File: src/rtl/wb_result_stage_pkg.sv
// Shared encodings for the writeback result stage: source select, load funct3
// codes and the skid-buffer state type.
package wb_result_stage_pkg;

    localparam logic [1:0] RES_ALU = 2'b00;
    localparam logic [1:0] RES_MEM = 2'b01;
    localparam logic [1:0] RES_PC4 = 2'b10;
    localparam logic [1:0] RES_IMM = 2'b11;

    localparam logic [2:0] LT_LB  = 3'b000;
    localparam logic [2:0] LT_LH  = 3'b001;
    localparam logic [2:0] LT_LW  = 3'b010;
    localparam logic [2:0] LT_LBU = 3'b100;
    localparam logic [2:0] LT_LHU = 3'b101;

    typedef enum logic [1:0] {
        EMPTY = 2'd0,
        ONE   = 2'd1,
        FULL  = 2'd2
    } wb_state_e;

endpackage

File: src/rtl/wb_result_stage_load_ext.sv
// wb_load_ext: combinational alignment and sign/zero extension of load data.
// Only instantiated when WB_LOAD_EXT_EN is defined.
module wb_load_ext
    import wb_result_stage_pkg::*;
#(
    parameter int N = 32
) (
    input  logic [N-1:0] read_data_i,
    input  logic [1:0]   offset_i,
    input  logic [2:0]   load_type_i,
    output logic [N-1:0] data_o
);

    logic [7:0]  byte_sel;
    logic [15:0] half_sel;

    always_comb begin
        case (offset_i)
            2'd0:    byte_sel = read_data_i[7:0];
            2'd1:    byte_sel = read_data_i[15:8];
            2'd2:    byte_sel = read_data_i[23:16];
            default: byte_sel = read_data_i[31:24];
        endcase
        half_sel = offset_i[1] ? read_data_i[31:16] : read_data_i[15:0];
    end

    // Size casts of signed operands sign-extend; of unsigned ones zero-extend.
    always_comb begin
        case (load_type_i)
            LT_LB:   data_o = N'($signed(byte_sel));
            LT_LH:   data_o = N'($signed(half_sel));
            LT_LW:   data_o = N'($signed(read_data_i[31:0]));
            LT_LBU:  data_o = N'(byte_sel);
            LT_LHU:  data_o = N'(half_sel);
            default: data_o = read_data_i;
        endcase
    end

endmodule

File: src/rtl/wb_result_stage.sv
// Registered writeback stage: result select, optional load extension
// (WB_LOAD_EXT_EN) and a two-entry skid buffer with valid/ready on both sides.
//
// state | meaning
// EMPTY | M invalid, outputs not valid
// ONE   | M valid, S empty
// FULL  | M and S valid, input stalled
module wb_result_stage
    import wb_result_stage_pkg::*;
#(
    parameter int N    = 32,
    parameter int RD_W = 5
) (
    input  logic            clk,
    input  logic            reset,
    input  logic            flush,
    input  logic            in_valid,
    output logic            in_ready,
    input  logic [1:0]      ResultSrc,
    input  logic [N-1:0]    ALUResult,
    input  logic [N-1:0]    ReadData,
    input  logic [N-1:0]    PCPlus4,
    input  logic [N-1:0]    ImmExt,
    input  logic [2:0]      LoadType,
    input  logic [RD_W-1:0] RdIn,
    input  logic            RegWriteIn,
    output logic            out_valid,
    input  logic            out_ready,
    output logic [N-1:0]    Result,
    output logic [RD_W-1:0] RdOut,
    output logic            RegWriteOut
);

    wb_state_e       state_q, state_d;
    logic [N-1:0]    m_result_q, m_result_d, s_result_q, s_result_d;
    logic [RD_W-1:0] m_rd_q, m_rd_d, s_rd_q, s_rd_d;
    logic            m_we_q, m_we_d, s_we_q, s_we_d;

    logic [N-1:0]    mem_val;
    logic [N-1:0]    sel_result;
    logic            in_we;
    logic            accept;
    logic            drain;

`ifdef WB_LOAD_EXT_EN
    wb_load_ext #(.N(N)) u_load_ext (
        .read_data_i (ReadData),
        .offset_i    (ALUResult[1:0]),
        .load_type_i (LoadType),
        .data_o      (mem_val)
    );
`else
    logic unused_load_type;
    assign unused_load_type = ^LoadType;
    assign mem_val          = ReadData;
`endif

    always_comb begin
        case (ResultSrc)
            RES_ALU: sel_result = ALUResult;
            RES_MEM: sel_result = mem_val;
            RES_PC4: sel_result = PCPlus4;
            default: sel_result = ImmExt;
        endcase
    end

    // Writes to x0 are dropped here so the register file never sees them.
    assign in_we     = RegWriteIn & (RdIn != '0);

    assign in_ready  = (state_q != FULL) & ~reset;
    assign out_valid = (state_q != EMPTY);
    assign accept    = in_valid & in_ready;
    assign drain     = out_valid & out_ready;

    assign Result      = m_result_q;
    assign RdOut       = m_rd_q;
    assign RegWriteOut = m_we_q;

    always_comb begin
        state_d    = state_q;
        m_result_d = m_result_q;
        m_rd_d     = m_rd_q;
        m_we_d     = m_we_q;
        s_result_d = s_result_q;
        s_rd_d     = s_rd_q;
        s_we_d     = s_we_q;

        if (flush) begin
            state_d = EMPTY;
        end else begin
            case (state_q)
                EMPTY: begin
                    if (accept) begin
                        state_d    = ONE;
                        m_result_d = sel_result;
                        m_rd_d     = RdIn;
                        m_we_d     = in_we;
                    end
                end
                ONE: begin
                    if (accept && drain) begin
                        m_result_d = sel_result;
                        m_rd_d     = RdIn;
                        m_we_d     = in_we;
                    end else if (accept) begin
                        state_d    = FULL;
                        s_result_d = sel_result;
                        s_rd_d     = RdIn;
                        s_we_d     = in_we;
                    end else if (drain) begin
                        state_d = EMPTY;
                    end
                end
                FULL: begin
                    if (drain) begin
                        state_d    = ONE;
                        m_result_d = s_result_q;
                        m_rd_d     = s_rd_q;
                        m_we_d     = s_we_q;
                    end
                end
                default: state_d = EMPTY;
            endcase
        end
    end

    always_ff @(posedge clk) begin
        if (reset) begin
            state_q    <= EMPTY;
            m_result_q <= '0;
            m_rd_q     <= '0;
            m_we_q     <= 1'b0;
            s_result_q <= '0;
            s_rd_q     <= '0;
            s_we_q     <= 1'b0;
        end else begin
            state_q    <= state_d;
            m_result_q <= m_result_d;
            m_rd_q     <= m_rd_d;
            m_we_q     <= m_we_d;
            s_result_q <= s_result_d;
            s_rd_q     <= s_rd_d;
            s_we_q     <= s_we_d;
        end
    end

endmodule

File: config.mk
export PLATFORM = sky130hd
export DESIGN_NAME = wb_result_stage
export DESIGN_NICKNAME = d
export VERILOG_FILES = /design/src/rtl/wb_result_stage_pkg.sv /design/src/rtl/wb_result_stage_load_ext.sv /design/src/rtl/wb_result_stage.sv
export SDC_FILE = /design/constraint.sdc
export NUM_CORES = 1
export LEC_CHECK = 0
export CAP_MARGIN = 20
export CORE_UTILIZATION = 30
export CTS_CLUSTER_DIAMETER = 30
export DETAILED_ROUTE_END_ITERATION = 6
export PLACE_DENSITY_LB_ADDON = 0.12
export SYNTH_ARGS = -nofsm -noshare
export SYNTH_HDL_FRONTEND = slang
export SYNTH_SLANG_ARGS = --single-unit
File: constraint.sdc
create_clock -name clk -period 1.58 [get_ports clk]
set_input_delay 0.237 -clock clk [delete_from_list [all_inputs] [get_ports clk]]
set_output_delay 0.237 -clock clk [all_outputs]
set_load 0.02 [all_outputs]
==> reports/qor.yml <==
violations: "setup timing"
place.gp.congestion: 0.7152
coreArea_sq_mm: 0.01221
overflow: 0
synth.top_cell.area_share_pct: 40.86
synth-seq-cells: 78
dp_hpwl_microns: 8376
yosysUniqueCellTypes: 29
holdCritPathClass: "in -> reg"
viasPerCell: 4.975
hold_violations: 0
holdWs_ps: 304.3
drv_cap: 0
path_common_cell: "buf_6"
cp_slowest_stage_delay_ps: 460
drtAntennaViolNets: 0
preCtsSetupSlack_ps: -472.3
slew_headroom_pct: 67.92
finalCritPeriodShare_pct: 106.2
drtIter0Drc: 138
worst-slew-pin-transition_ps: 481.2
layout_min_cycle_time_ps: 1678
fmax_mhz: 595.8
drt-total-wl_microns: 12680
cts_root_buf: "clkbuf_16"
io_pins: 184
htree_levels: 3
vias: 3985
worstPathRequired_ps: 1790
rows: 40
synth.net_count: 580
leakagePower_nw: 2.469
clock_skew_ps: 10.48
slew_violations: 0
die_h_microns: 114.9
yosys.area.top_type: "dfxtp_1"
layout_common_cells: "169 x clkdlybuf4s50_1, 150 x nand2_1, 76 x dfxtp_1"
first_pass_iters: 4
fin_nets: 773
rsz0062_at_grt: "true"
start_util_pct: 31.29
power.density_mw_per_mm2: 835.8
grt_use_total_pct: 19.12
fillCellCount: 1161
status: "finished, violations left"
max-vdd-ir-drop_v: 0.0004781
grt_pass1_vias: 4068
ys_seq_area_share_pct: 40.86
layout_commonest_cell: "clkdlybuf4s50_1"
antenna_found_initial: 0
grt_max_degree: 40
grt_pass1_wl_microns: 19620
syn_inst: 436
clockBufferDepth: 2
cp_max_fo: 12
n_antenna_cell: 0
drive_gt1_share_pct: 17.69
critPathCaptureType: "flip-flop"
worst_slack_ps: -98.41
cts_tree: "yes"
critPathSlowestCell: "or4bb_4"
areaGrowthSynthToFinish_pct: 72.40
remaining_drc_errors: 0
numCtsBuffers: 9
setup_violations: 38
die_area_sq_mm: 0.01319
netlist_area_sq_mm: 0.003821
wl_per_cell_microns: 15.83
clk_transition_reported_paths_ps: 60
yosys_warnings: 0
critPathKind: "reg -> reg"
die_w_microns: 114.9
synth_area_leaders: "dfxtp_1 41%, mux4_2 19%, nand2_1 15%, a31oi_1 5.4%, a21oi_1 5.2%"
critPathArrivalTime_ps: 1890
avgSynthCellArea_sq_um: 8.764
final.setup.tns_ps: -2837
path_cells: "buf_6 -> or4bb_4 -> o41ai_4 -> buf_6 -> buf_12 -> buf_16 -> a31oi_1"
io_buffers: 180
worstSetupStartpointType: "flip-flop"
clk_latency_ps: 330
cts.sinks: 78
## layout make-up
class | instances | area [sq um] | share of cell area (%)
Tap cell | 168 | 210.2 | 3.191
Clock buffer | 11 | 242.7 | 3.685
Inverter | 2 | 7.507 | 0.1140
Timing Repair Buffer | 221 | 2338 | 35.50
Multi-Input combinational cell | 317 | 2127 | 32.29
Clock inverter | 4 | 95.09 | 1.443
Sequential cell | 78 | 1567 | 23.78
## metrics by stage
stage	std cells	utilization, %	power (mW)	instance area, sq um
2_1_floorplan	436	-	2.528	3821
3_3_place_gp	772	48.77	3.091	5956
3_5_place_dp	772	48.77	3.110	5956
4_1_cts	795	52.97	5.515	6469
5_1_grt	801	53.94	5.716	6588
6_report	801	53.94	5.506	6588
## timing repair
action | in CTS | in global routing
cloned | 4 | 4
pin swaps | 4 | 4
setup endpoints to repair | 39 | 43
hold buffers | 0 | 0
setup buffers | 4 | 3
gates resized for setup | 29 | 25
## sequential cells by signal, indices dropped and copies added, names as in the netlist
register / flops
RdOut: 5
RegWriteOut: 1
Result: 32
s_rd_q: 5
s_result_q: 32
s_we_q: 1
state_q: 2
## worst max-delay path: cells and delay by family (launching register included)
| kind | cells | cell delay (ps) |
|---|---|---|
| AO/OA/AOI/OAI | 2 | 180 |
| AND/OR/NAND/NOR | 1 | 460 |
| buffers and inverters | 4 | 570 |
| flip-flops | 1 | 350 |
## report_power, final
group / total (mW) / switching, mW / internal, mW / leakage (nW)
Sequential: 2.06 / 0.0361 / 2.03 / 0.634
Clock: 2.38 / 0.799 / 1.58 / 0.166
Combinational: 1.07 / 0.399 / 0.669 / 1.67
Total: 5.51 / 1.23 / 4.27 / 2.47
## cells in the mapped netlist
master / count
inv_1: 2
buf_2: 11
nor2_1: 7
or4_1: 1
or4bb_1: 1
a31oi_1: 33
a311oi_1: 5
buf_8: 2
mux2i_1: 1
o21ai_1: 2
and3_1: 1
nand2_1: 150
and2b_1: 1
dfxtp_1: 78
buf_1: 2
nand2b_1: 1
and2_1: 1
mux4_2: 32
o22ai_1: 1
o21ai_0: 31
nor4_1: 1
or2_2: 2
o211ai_1: 2
a21oi_1: 40
nor2b_1: 2
clkbuf_2: 3
nand3_1: 1
clkbuf_1: 21
o41ai_4: 1
## routing by layer
layer	up-vias	wire length (microns)	part of all wire [%]	track usage (%)
li1	1936	-	-	-
met4	0	150	1.2	5.628
met2	141	6412	51	35.46
met3	11	881	6.9	3.901
met5	-	0	0	0
met1	1897	5238	41	22.05
## worst paths after layout
path                                     start             end  slack [ps]  depth (start not counted)
worst max-delay path                state_q[1]      Result[22]        -100                          7
worst min-delay path                     flush      state_q[1]         300                          2
worst max register to register      state_q[1]      Result[22]        -100                          7
worst min register to register  s_result_q[10]  s_result_q[10]         450                          2
## cell families after synthesis
| group | synth area share, % |
|---|---|
| DFF | 40.86 |
| buffers and inverters | 5.075 |
| and+or+nand+nor | 17.55 |
| AOI/OAI and AO/OA | 17.39 |
| muxes | 19.12 |
Power figures use the tool's default switching activity.
